### src/rtl/regs_arbiter_pkg.sv
// Client indices, FSM encoding and the round-robin ring helper shared by the
// register-port arbiter and its picker.
package regs_arbiter_pkg;

  localparam int NUM_CLI = 4;

  localparam logic [1:0] CLI_TX     = 2'd0;
  localparam logic [1:0] CLI_RX     = 2'd1;
  localparam logic [1:0] CLI_HRESET = 2'd2;
  localparam logic [1:0] CLI_TCPM   = 2'd3;

  typedef enum logic [1:0] {
    ST_IDLE     = 2'd0,
    ST_WAIT_ACK = 2'd1,
    ST_RESP     = 2'd2
  } state_e;

  // Ring order Tx -> Rx -> tcpm -> Tx; HReset is never part of the ring.
  function automatic logic [1:0] rr_next(input logic [1:0] cli);
    logic [1:0] nxt;
    case (cli)
      CLI_TX:  nxt = CLI_RX;
      CLI_RX:  nxt = CLI_TCPM;
      default: nxt = CLI_TX;
    endcase
    return nxt;
  endfunction

endpackage

### src/rtl/regs_arbiter_rr_picker.sv
// Combinational winner selection: HReset has absolute priority, the other
// three clients are scanned round-robin starting at the rr pointer.
module regs_arbiter_rr_picker
  import regs_arbiter_pkg::*;
(
  input  logic [NUM_CLI-1:0] i_req_vec,
  input  logic [1:0]         i_rr_ptr,
  output logic [1:0]         o_winner,
  output logic               o_valid
);

  logic [1:0] w_cand0;
  logic [1:0] w_cand1;
  logic [1:0] w_cand2;

  always_comb begin
    w_cand0  = i_rr_ptr;
    w_cand1  = rr_next(w_cand0);
    w_cand2  = rr_next(w_cand1);
    o_valid  = |i_req_vec;
    o_winner = CLI_TX;
    if (i_req_vec[CLI_HRESET]) begin
      o_winner = CLI_HRESET;
    end else if (i_req_vec[w_cand0]) begin
      o_winner = w_cand0;
    end else if (i_req_vec[w_cand1]) begin
      o_winner = w_cand1;
    end else if (i_req_vec[w_cand2]) begin
      o_winner = w_cand2;
    end
  end

endmodule

### src/rtl/regs_arbiter.sv
// Shares the single register-bank port between Tx, Rx, HReset and tcpm, one
// transfer at a time, with a watchdog that aborts unacknowledged transfers.
module regs_arbiter
  import regs_arbiter_pkg::*;
#(
  parameter int ADDR_W         = 8,
  parameter int DATA_W         = 8,
  parameter int TIMEOUT_CYCLES = 16
) (
  input  logic                      i_clk,
  input  logic                      i_rst,
  input  logic [NUM_CLI-1:0]        i_req_vec,
  input  logic [NUM_CLI-1:0]        i_rwn_vec,
  input  logic [NUM_CLI*ADDR_W-1:0] i_addr_vec,
  input  logic [NUM_CLI*DATA_W-1:0] i_wr_data_vec,
  output logic [NUM_CLI-1:0]        o_ack_vec,
  output logic                      o_err,
  output logic [DATA_W-1:0]         o_rd_data_out,
  output logic [1:0]                o_grant_idx,
  output logic                      o_busy,
  output logic                      o_request,
  output logic                      o_rwn,
  output logic [ADDR_W-1:0]         o_addr,
  output logic [DATA_W-1:0]         o_wr_data,
  input  logic [DATA_W-1:0]         i_rd_data,
  input  logic                      i_ack
);

  localparam int              WD_W    = $clog2(TIMEOUT_CYCLES);
  localparam logic [WD_W-1:0] WD_LAST = WD_W'(TIMEOUT_CYCLES - 1);

  state_e              r_state, w_state_next;
  logic [1:0]          r_rr_ptr, w_rr_ptr_next;
  logic [WD_W-1:0]     r_wd, w_wd_next;
  logic                r_request, w_request_next;
  logic                r_rwn, w_rwn_next;
  logic [ADDR_W-1:0]   r_addr, w_addr_next;
  logic [DATA_W-1:0]   r_wr_data, w_wr_data_next;
  logic [NUM_CLI-1:0]  r_ack_vec, w_ack_vec_next;
  logic                r_err, w_err_next;
  logic [DATA_W-1:0]   r_rd_data_out, w_rd_data_out_next;
  logic [1:0]          r_grant_idx, w_grant_idx_next;
  logic                r_busy, w_busy_next;

  logic [1:0]          w_pick_idx;
  logic                w_pick_valid;
  logic [ADDR_W-1:0]   w_addr_arr  [NUM_CLI];
  logic [DATA_W-1:0]   w_wdata_arr [NUM_CLI];

  genvar gi;
  generate
    for (gi = 0; gi < NUM_CLI; gi++) begin : g_unpack
      assign w_addr_arr[gi]  = i_addr_vec[gi*ADDR_W +: ADDR_W];
      assign w_wdata_arr[gi] = i_wr_data_vec[gi*DATA_W +: DATA_W];
    end
  endgenerate

  regs_arbiter_rr_picker u_picker (
    .i_req_vec (i_req_vec),
    .i_rr_ptr  (r_rr_ptr),
    .o_winner  (w_pick_idx),
    .o_valid   (w_pick_valid)
  );

  always_ff @(posedge i_clk or posedge i_rst) begin
    if (i_rst) begin
      r_state       <= ST_IDLE;
      r_rr_ptr      <= CLI_TX;
      r_wd          <= '0;
      r_request     <= 1'b0;
      r_rwn         <= 1'b0;
      r_addr        <= '0;
      r_wr_data     <= '0;
      r_ack_vec     <= '0;
      r_err         <= 1'b0;
      r_rd_data_out <= '0;
      r_grant_idx   <= '0;
      r_busy        <= 1'b0;
    end else begin
      r_state       <= w_state_next;
      r_rr_ptr      <= w_rr_ptr_next;
      r_wd          <= w_wd_next;
      r_request     <= w_request_next;
      r_rwn         <= w_rwn_next;
      r_addr        <= w_addr_next;
      r_wr_data     <= w_wr_data_next;
      r_ack_vec     <= w_ack_vec_next;
      r_err         <= w_err_next;
      r_rd_data_out <= w_rd_data_out_next;
      r_grant_idx   <= w_grant_idx_next;
      r_busy        <= w_busy_next;
    end
  end

  always_comb begin
    w_state_next = r_state;
    case (r_state)
      ST_IDLE:     if (w_pick_valid) w_state_next = ST_WAIT_ACK;
      ST_WAIT_ACK: if (i_ack || (r_wd == WD_LAST)) w_state_next = ST_RESP;
      ST_RESP:     w_state_next = ST_IDLE;
      default:     w_state_next = ST_IDLE;
    endcase
  end

  always_comb begin
    w_rr_ptr_next      = r_rr_ptr;
    w_wd_next          = r_wd;
    w_request_next     = r_request;
    w_rwn_next         = r_rwn;
    w_addr_next        = r_addr;
    w_wr_data_next     = r_wr_data;
    w_ack_vec_next     = '0;
    w_err_next         = 1'b0;
    w_rd_data_out_next = r_rd_data_out;
    w_grant_idx_next   = r_grant_idx;
    w_busy_next        = r_busy;
    case (r_state)
      ST_IDLE: begin
        if (w_pick_valid) begin
          w_grant_idx_next = w_pick_idx;
          w_rwn_next       = i_rwn_vec[w_pick_idx];
          w_addr_next      = w_addr_arr[w_pick_idx];
          w_wr_data_next   = w_wdata_arr[w_pick_idx];
          w_request_next   = 1'b1;
          w_wd_next        = '0;
          w_busy_next      = 1'b1;
        end
      end
      ST_WAIT_ACK: begin
        // An ACK arriving on the timeout edge still counts as a normal completion.
        if (i_ack || (r_wd == WD_LAST)) begin
          w_request_next = 1'b0;
          w_ack_vec_next = NUM_CLI'(1) << r_grant_idx;
          if (r_grant_idx != CLI_HRESET) w_rr_ptr_next = rr_next(r_grant_idx);
          if (i_ack) begin
            if (r_rwn) w_rd_data_out_next = i_rd_data;
          end else begin
            w_err_next         = 1'b1;
            w_rd_data_out_next = '1;
          end
        end else begin
          w_wd_next = r_wd + WD_W'(1);
        end
      end
      ST_RESP: w_busy_next = 1'b0;
      default: ;
    endcase
  end

  assign o_ack_vec     = r_ack_vec;
  assign o_err         = r_err;
  assign o_rd_data_out = r_rd_data_out;
  assign o_grant_idx   = r_grant_idx;
  assign o_busy        = r_busy;
  assign o_request     = r_request;
  assign o_rwn         = r_rwn;
  assign o_addr        = r_addr;
  assign o_wr_data     = r_wr_data;

endmodule

### config.mk
export PLATFORM = sky130hd
export DESIGN_NAME = regs_arbiter
export DESIGN_NICKNAME = d
export VERILOG_FILES = /design/src/rtl/regs_arbiter_pkg.sv /design/src/rtl/regs_arbiter_rr_picker.sv /design/src/rtl/regs_arbiter.sv
export SDC_FILE = /design/constraint.sdc
export NUM_CORES = 1
export LEC_CHECK = 0
export CAP_MARGIN = 30
export CORE_ASPECT_RATIO = 1.2
export CORE_UTILIZATION = 40
export CTS_CLUSTER_SIZE = 14
export DETAILED_ROUTE_END_ITERATION = 10
export GPL_TIMING_DRIVEN = 1
export PLACE_DENSITY = 0.81
export SLEW_MARGIN = 20
export SYNTH_ARGS = -nofsm -noshare
export SYNTH_HDL_FRONTEND = slang
export SYNTH_SLANG_ARGS = --single-unit
### constraint.sdc
create_clock -name i_clk -period 1.7 [get_ports i_clk]
set_input_delay 0.51 -clock i_clk [delete_from_list [all_inputs] [get_ports i_clk]]
set_output_delay 0.51 -clock i_clk [all_outputs]
set_load 0.01 [all_outputs]
* Word level (Yosys, flattened, before mapping) *
Cells that the tools add are included.

cells by class
  $add $sub $neg = 1
  order comparisons = 5
  equal/unequal tests = 11
  shift operators = 1
  muxes and demuxes = 38
  bitwise logic cells = 1
  reductions and logical operators = 15

operators with widths
  operator                                                   count
  2-to-1 mux 8 bit                                           6
  binary-select mux 8 bit (select 2 bit)                     2
  2-to-1 mux 4 bit                                           4
  case mux 2 bit (2 select lines)                            4
  < comparator 2 x 3 -> 1 bit (second input constant)        4
  2-to-1 mux 2 bit                                           6
  AND reduction 3 bit                                        4
  2-to-1 mux 1 bit                                           9
  binary-select mux 1 bit (select 2 bit)                     4
  == test 2 x 1 -> 1 bit (second input constant)             4
  logical NOT 2 bit                                          4
  case mux 4 bit (2 select lines)                            1
  != test 2 bit (second input constant)                      3
  AND reduction 2 bit                                        3
  adder 4 x 1 -> 4 bit (second input constant)               1
  == test 4 bit (second input constant)                      1
  != test 2 x 1 -> 1 bit (second input constant)             2
  case mux 1 bit (2 select lines)                            2
  nonzero test 2 bit                                         2
  OR reduction 4 bit                                         1
  left shift 1 x 2 -> 4 bit (first input constant)           1
  greater-or-equal comparator 3 bit (second input constant)  1
  NOT 2 -> 3 bit                                             1
  == test 2 bit (second input constant)                      1
  logical OR 1 bit                                           1

word-level totals
  bits in registers = 42
  bits of input ports = 83
  output and inout bits = 34
  logic and storage cells = 84

* Logic depth before layout (Yosys ltp) *
  word-level depth = 14
  depth in mapped cells = 6
  depth with buffers taken out = 6

* Modules after synthesis *
From an unflattened synthesis, not the netlist that was laid out.

unflattened totals
  cell total of the unflattened synthesis = 154
  area, all modules = 2,217.1 µm²

by module, submodules not included
  module                  instances  cells an instance  area an instance (µm²)  sequential area each (µm²)
  regs_arbiter            1          144                2,155.8                 1,051.0
  regs_arbiter_rr_picker  1          10                 61.3                    0.0

* Least setup slack after synthesis *
Ideal clock, no wire load.

  path type = input to register
  start point = input port i_req_vec[2]
  end point = register r_addr[5] (netlist: o_addr[5])
  data arrival time = 1.479 ns
  required time = 1.568 ns
  path slack = 0.089 ns
  stages = 6
  path buffers = 2
  cell sequence = nor4_2 -> or3_1 -> a21o_1 -> buf_6 -> buf_6 -> o221ai_2

on the way
  longest elaborated chain between the ends = 10
  elaborated cells on any way between the ends = 16
  classes of those cells = mux (13); bitwise (1); reduce/logical (2)

RTL lines
  element                                              RTL line                      text
  start: declaration                                   regs_arbiter.sv:12            input logic [NUM_CLI-1:0] i_req_vec,
  binary-select mux 1 bit (select 2 bit)               regs_arbiter_rr_picker.sv:28  end else if (i_req_vec[w_cand2]) begin
  2-to-1 mux 1 bit (not written as such)               regs_arbiter_rr_picker.sv:28
  2-to-1 mux 2 bit                                     regs_arbiter_rr_picker.sv:28
  2-to-1 mux 2 bit                                     regs_arbiter_rr_picker.sv:26  end else if (i_req_vec[w_cand1]) begin
  2-to-1 mux 2 bit                                     regs_arbiter_rr_picker.sv:24  end else if (i_req_vec[w_cand0]) begin
  2-to-1 mux 2 bit                                     regs_arbiter_rr_picker.sv:22  if (i_req_vec[CLI_HRESET]) begin
  NOT 2 -> 3 bit (not written as such)                 regs_arbiter.sv:122           w_addr_next = w_addr_arr[w_pick_idx];
  binary-select mux 8 bit (select 2 bit)               regs_arbiter.sv:122
  2-to-1 mux 8 bit (not written as such) (2 in a row)  regs_arbiter.sv:122
  end signal: assignment                               regs_arbiter.sv:85            r_addr <= w_addr_next;
  end: declaration                                     regs_arbiter.sv:37            logic [ADDR_W-1:0] r_addr, w_addr_next;

Parallel ways exist; a longest one is shown, timed or not. The select of a mux whose other input is x is not followed.
A chain may end at the register's enable or synchronous reset.

* Worst setup path in the final report *
  start point = input port i_req_vec[1]
  end point = register r_addr[0] (netlist: o_addr[0])

Same word-level chain as after synthesis.

==> impl_metrics.tcl <==
set metrics [dict create \
    pwr-share-comb_pct 53.7 \
    drive_above_1_share_pct 16.12 \
    clkSinkCount 42 \
    placed_cell_area_um2 3602 \
    grt_max_degree 43 \
    status "complete, no violations" \
    period_share_pct 98.95 \
    final_nets 418 \
    synth_cell_types 35 \
    p_switching_w 0.001886 \
    routed-via-count 2125 \
    max_cap_viol_count 0 \
    cellLeakagePower_nw 1.751 \
    synth_top_area_cell "dfrtp_1" \
    finalClockSkew_ns 0.007094 \
    gp_congestion 0.8239 \
    htree_levels 2 \
    fin_area_um2 3775 \
    hpwl_um 4685 \
    ioPinCount 117 \
    drt_iter0_drc 117 \
    drt_wl_total_um 6387 \
    cp-end-kind "register" \
    synth_edf_count 0 \
    crit_start "i_req_vec[1]" \
    firstDrtPassIters 4 \
    ant_nets 0 \
    antennaDiodeCount 0 \
    ys_ff_latch 42 \
    clkPwrFrac_pct 12.9 \
    drv_slew 0 \
    fp.coreArea_um2 5334 \
    power_frac_seq_pct 33.4 \
    synthFlopType "dfrtp_1" \
    layout_commonest_cell "clkdlybuf4s50_1" \
    tns_ns 0 \
    synth_nets 282 \
    rows 29 \
    synthesis.area_um2 2220 \
    die_x_um 70 \
    path_class "in -> reg" \
    clock_path_buffers 2 \
    path_clk_slew_ns 0.08 \
    ir_drop_mv 0.7039 \
    tightest_slew_ns 0.3373 \
    clock_latency_ns 0.29 \
    syn_area_per_cell_um2 11.21 \
    slew_headroom_pct 77.30 \
    grt_first_pass_wirelength_um 10650 \
    syn_to_final_growth_pct 70.07 \
    p_per_area_nw_per_um2 1339 \
    clock-root-buffer "clkbuf_8" \
    track_usage_pct 23.14 \
    ctsHoldBuffers 0 \
    arrival_ns 1.85 \
    cts_buffers 5 \
    max_freq_ghz 0.5945 \
    layout_common_cells "clkdlybuf4s50_1, dfrtp_1, mux2i_1, nand2_1, dlygate4sd2_1" \
    grt-ovfl-total 0 \
    synthTopCellsByArea "dfrtp_1, mux2i_1, o221ai_2" \
    worstSetupStartpointType "primary input" \
    p_int_w 0.003167 \
    cts_tree "yes" \
    vias_per_cell 5.353 \
    min_period_ns 1.682 \
    ys_seq_area_share_pct 47.35 \
    r2r_start "r_rr_ptr[1]" \
    synthCells 198 \
    die_h_um 83.60 \
    async_flop_share_pct 100.0 \
    synth.top_cell.area_share_pct 47.35 \
    wl_per_cell_um 16.09 \
    port_buffers 116 \
    drc 0 \
    ys_warn_count 0 \
    initial_utilization_pct 41.61 \
    fill_cells 404 \
    setup_viol 0 \
    rsz0062_at_grt "true" \
    grt_pass1_vias 2212 \
    swShare_pct 37.32 \
    crit_required_ns 1.87 \
    crit_fanout 9 \
    hold_viol 0 \
    antenna_found_initial 0 \
    worstHoldStart "o_grant_idx[0]" \
    min_path_type "reg -> reg" \
    die_area_um2 5852 \
]
-- power by group through the flow --
stage          Clock (W)  Sequential [W]  Combinational [W]
2_1_floorplan          0         0.00185            0.00122
3_3_place_gp           0         0.00171            0.00270
3_5_place_dp           0         0.00172            0.00278
4_1_cts         0.000662         0.00169            0.00272
5_1_grt         0.000711         0.00175            0.00292
6_report        0.000653         0.00169            0.00271
-- sequential cells by signal, summed over array words and instances, names as in the netlist, 2 cells and up --
name and flops:
r_wd 4, o_rd_data_out 8, o_addr 8, r_state 2, o_wr_data 8, o_ack_vec 4
o_grant_idx 2, r_rr_ptr 2
-- final cells by class --
type	instances	area, um2	share of cell area, %
timing repair buffer	141	1419	37.59
multi-input combinational	138	1114	29.50
sequential	42	1051	27.84
clock buffer	7	86.33	2.287
tap	62	77.57	2.055
inverter	6	22.52	0.5966
clock inverter	1	5.005	0.1326
-- cells in the mapped netlist (2+ instances only) --
| master | number |
|---|---|
| a21o_1 | 3 |
| nand4b_1 | 8 |
| and3_1 | 2 |
| nand3_1 | 4 |
| o21ai_0 | 3 |
| nor2_1 | 5 |
| a31oi_1 | 2 |
| a21oi_1 | 2 |
| dfrtp_1 | 42 |
| o221ai_1 | 8 |
| nor3_1 | 3 |
| nand2_1 | 27 |
| mux2i_1 | 35 |
| clkbuf_1 | 4 |
| buf_4 | 4 |
| o221ai_2 | 9 |
| nor2b_1 | 2 |
| o21a_1 | 8 |
| nand2b_1 | 4 |
| buf_2 | 2 |
| inv_1 | 6 |
| buf_6 | 2 |
-- metrics by stage --
stage                     power [W]  worst slack (ns)  util, %  hold slack [ns]  instances
final                      0.005053           0.01785    70.77           0.4791        397
after detailed placement   0.004500           -0.4702    67.53           0.4723        386
after floorplan            0.003072           0.08884        -           0.4929        198
after CTS                  0.005080         0.0008031    70.09           0.4752        397
after global routing       0.005383          -0.01738    70.77           0.5072        397
after global placement     0.004412           -0.4067    67.53           0.4679        386
-- cell families after synthesis --
group,synth area share [%]
flops,47.35
buf+inv,4.509
fa+ha+maj,0.5636
xor+xnor,0.7893
simple gates,14.43
mux,15.78
compound gates,16.57
-- critical path, stage by stage --
cell and delay [ns]:
dlygate4sd2_1 0.28, nand2b_1 0.14, a31oi_4 0.21, bufbuf_16 0.32
mux2i_1 0.27, o221ai_2 0.12
-- routing by layer --
layer	wire length, um	share of wire (%)	track usage, %
met2	3467	54	41.78
met3	352	5.5	4.348
met5	0	0	0
met1	2456	38	26.96
met4	110	1.7	8.364
-- path summary, 6_finish.rpt --
check                                    to  slack, ns  depth (start not counted)
setup / recovery                  o_addr[0]       0.02                          6
hold / removal                 o_ack_vec[0]       0.48                          1
setup reg to reg                  o_addr[0]       0.03                          5
hold reg to reg                o_ack_vec[0]       0.48                          1
max in group asynchronous           r_wd[0]       0.95                          3
min in group asynchronous  o_rd_data_out[6]       0.55                          3
-- timing repair --
item                                   CTS  global route
gates cloned                             1             0
setup endpoints to repair               40            12
pin swaps                                2             0
gates resized for setup                 30            12
endpoints found under the hold margin    0             0
buffers inserted                         2             0
Power figures use the tool's default switching activity.
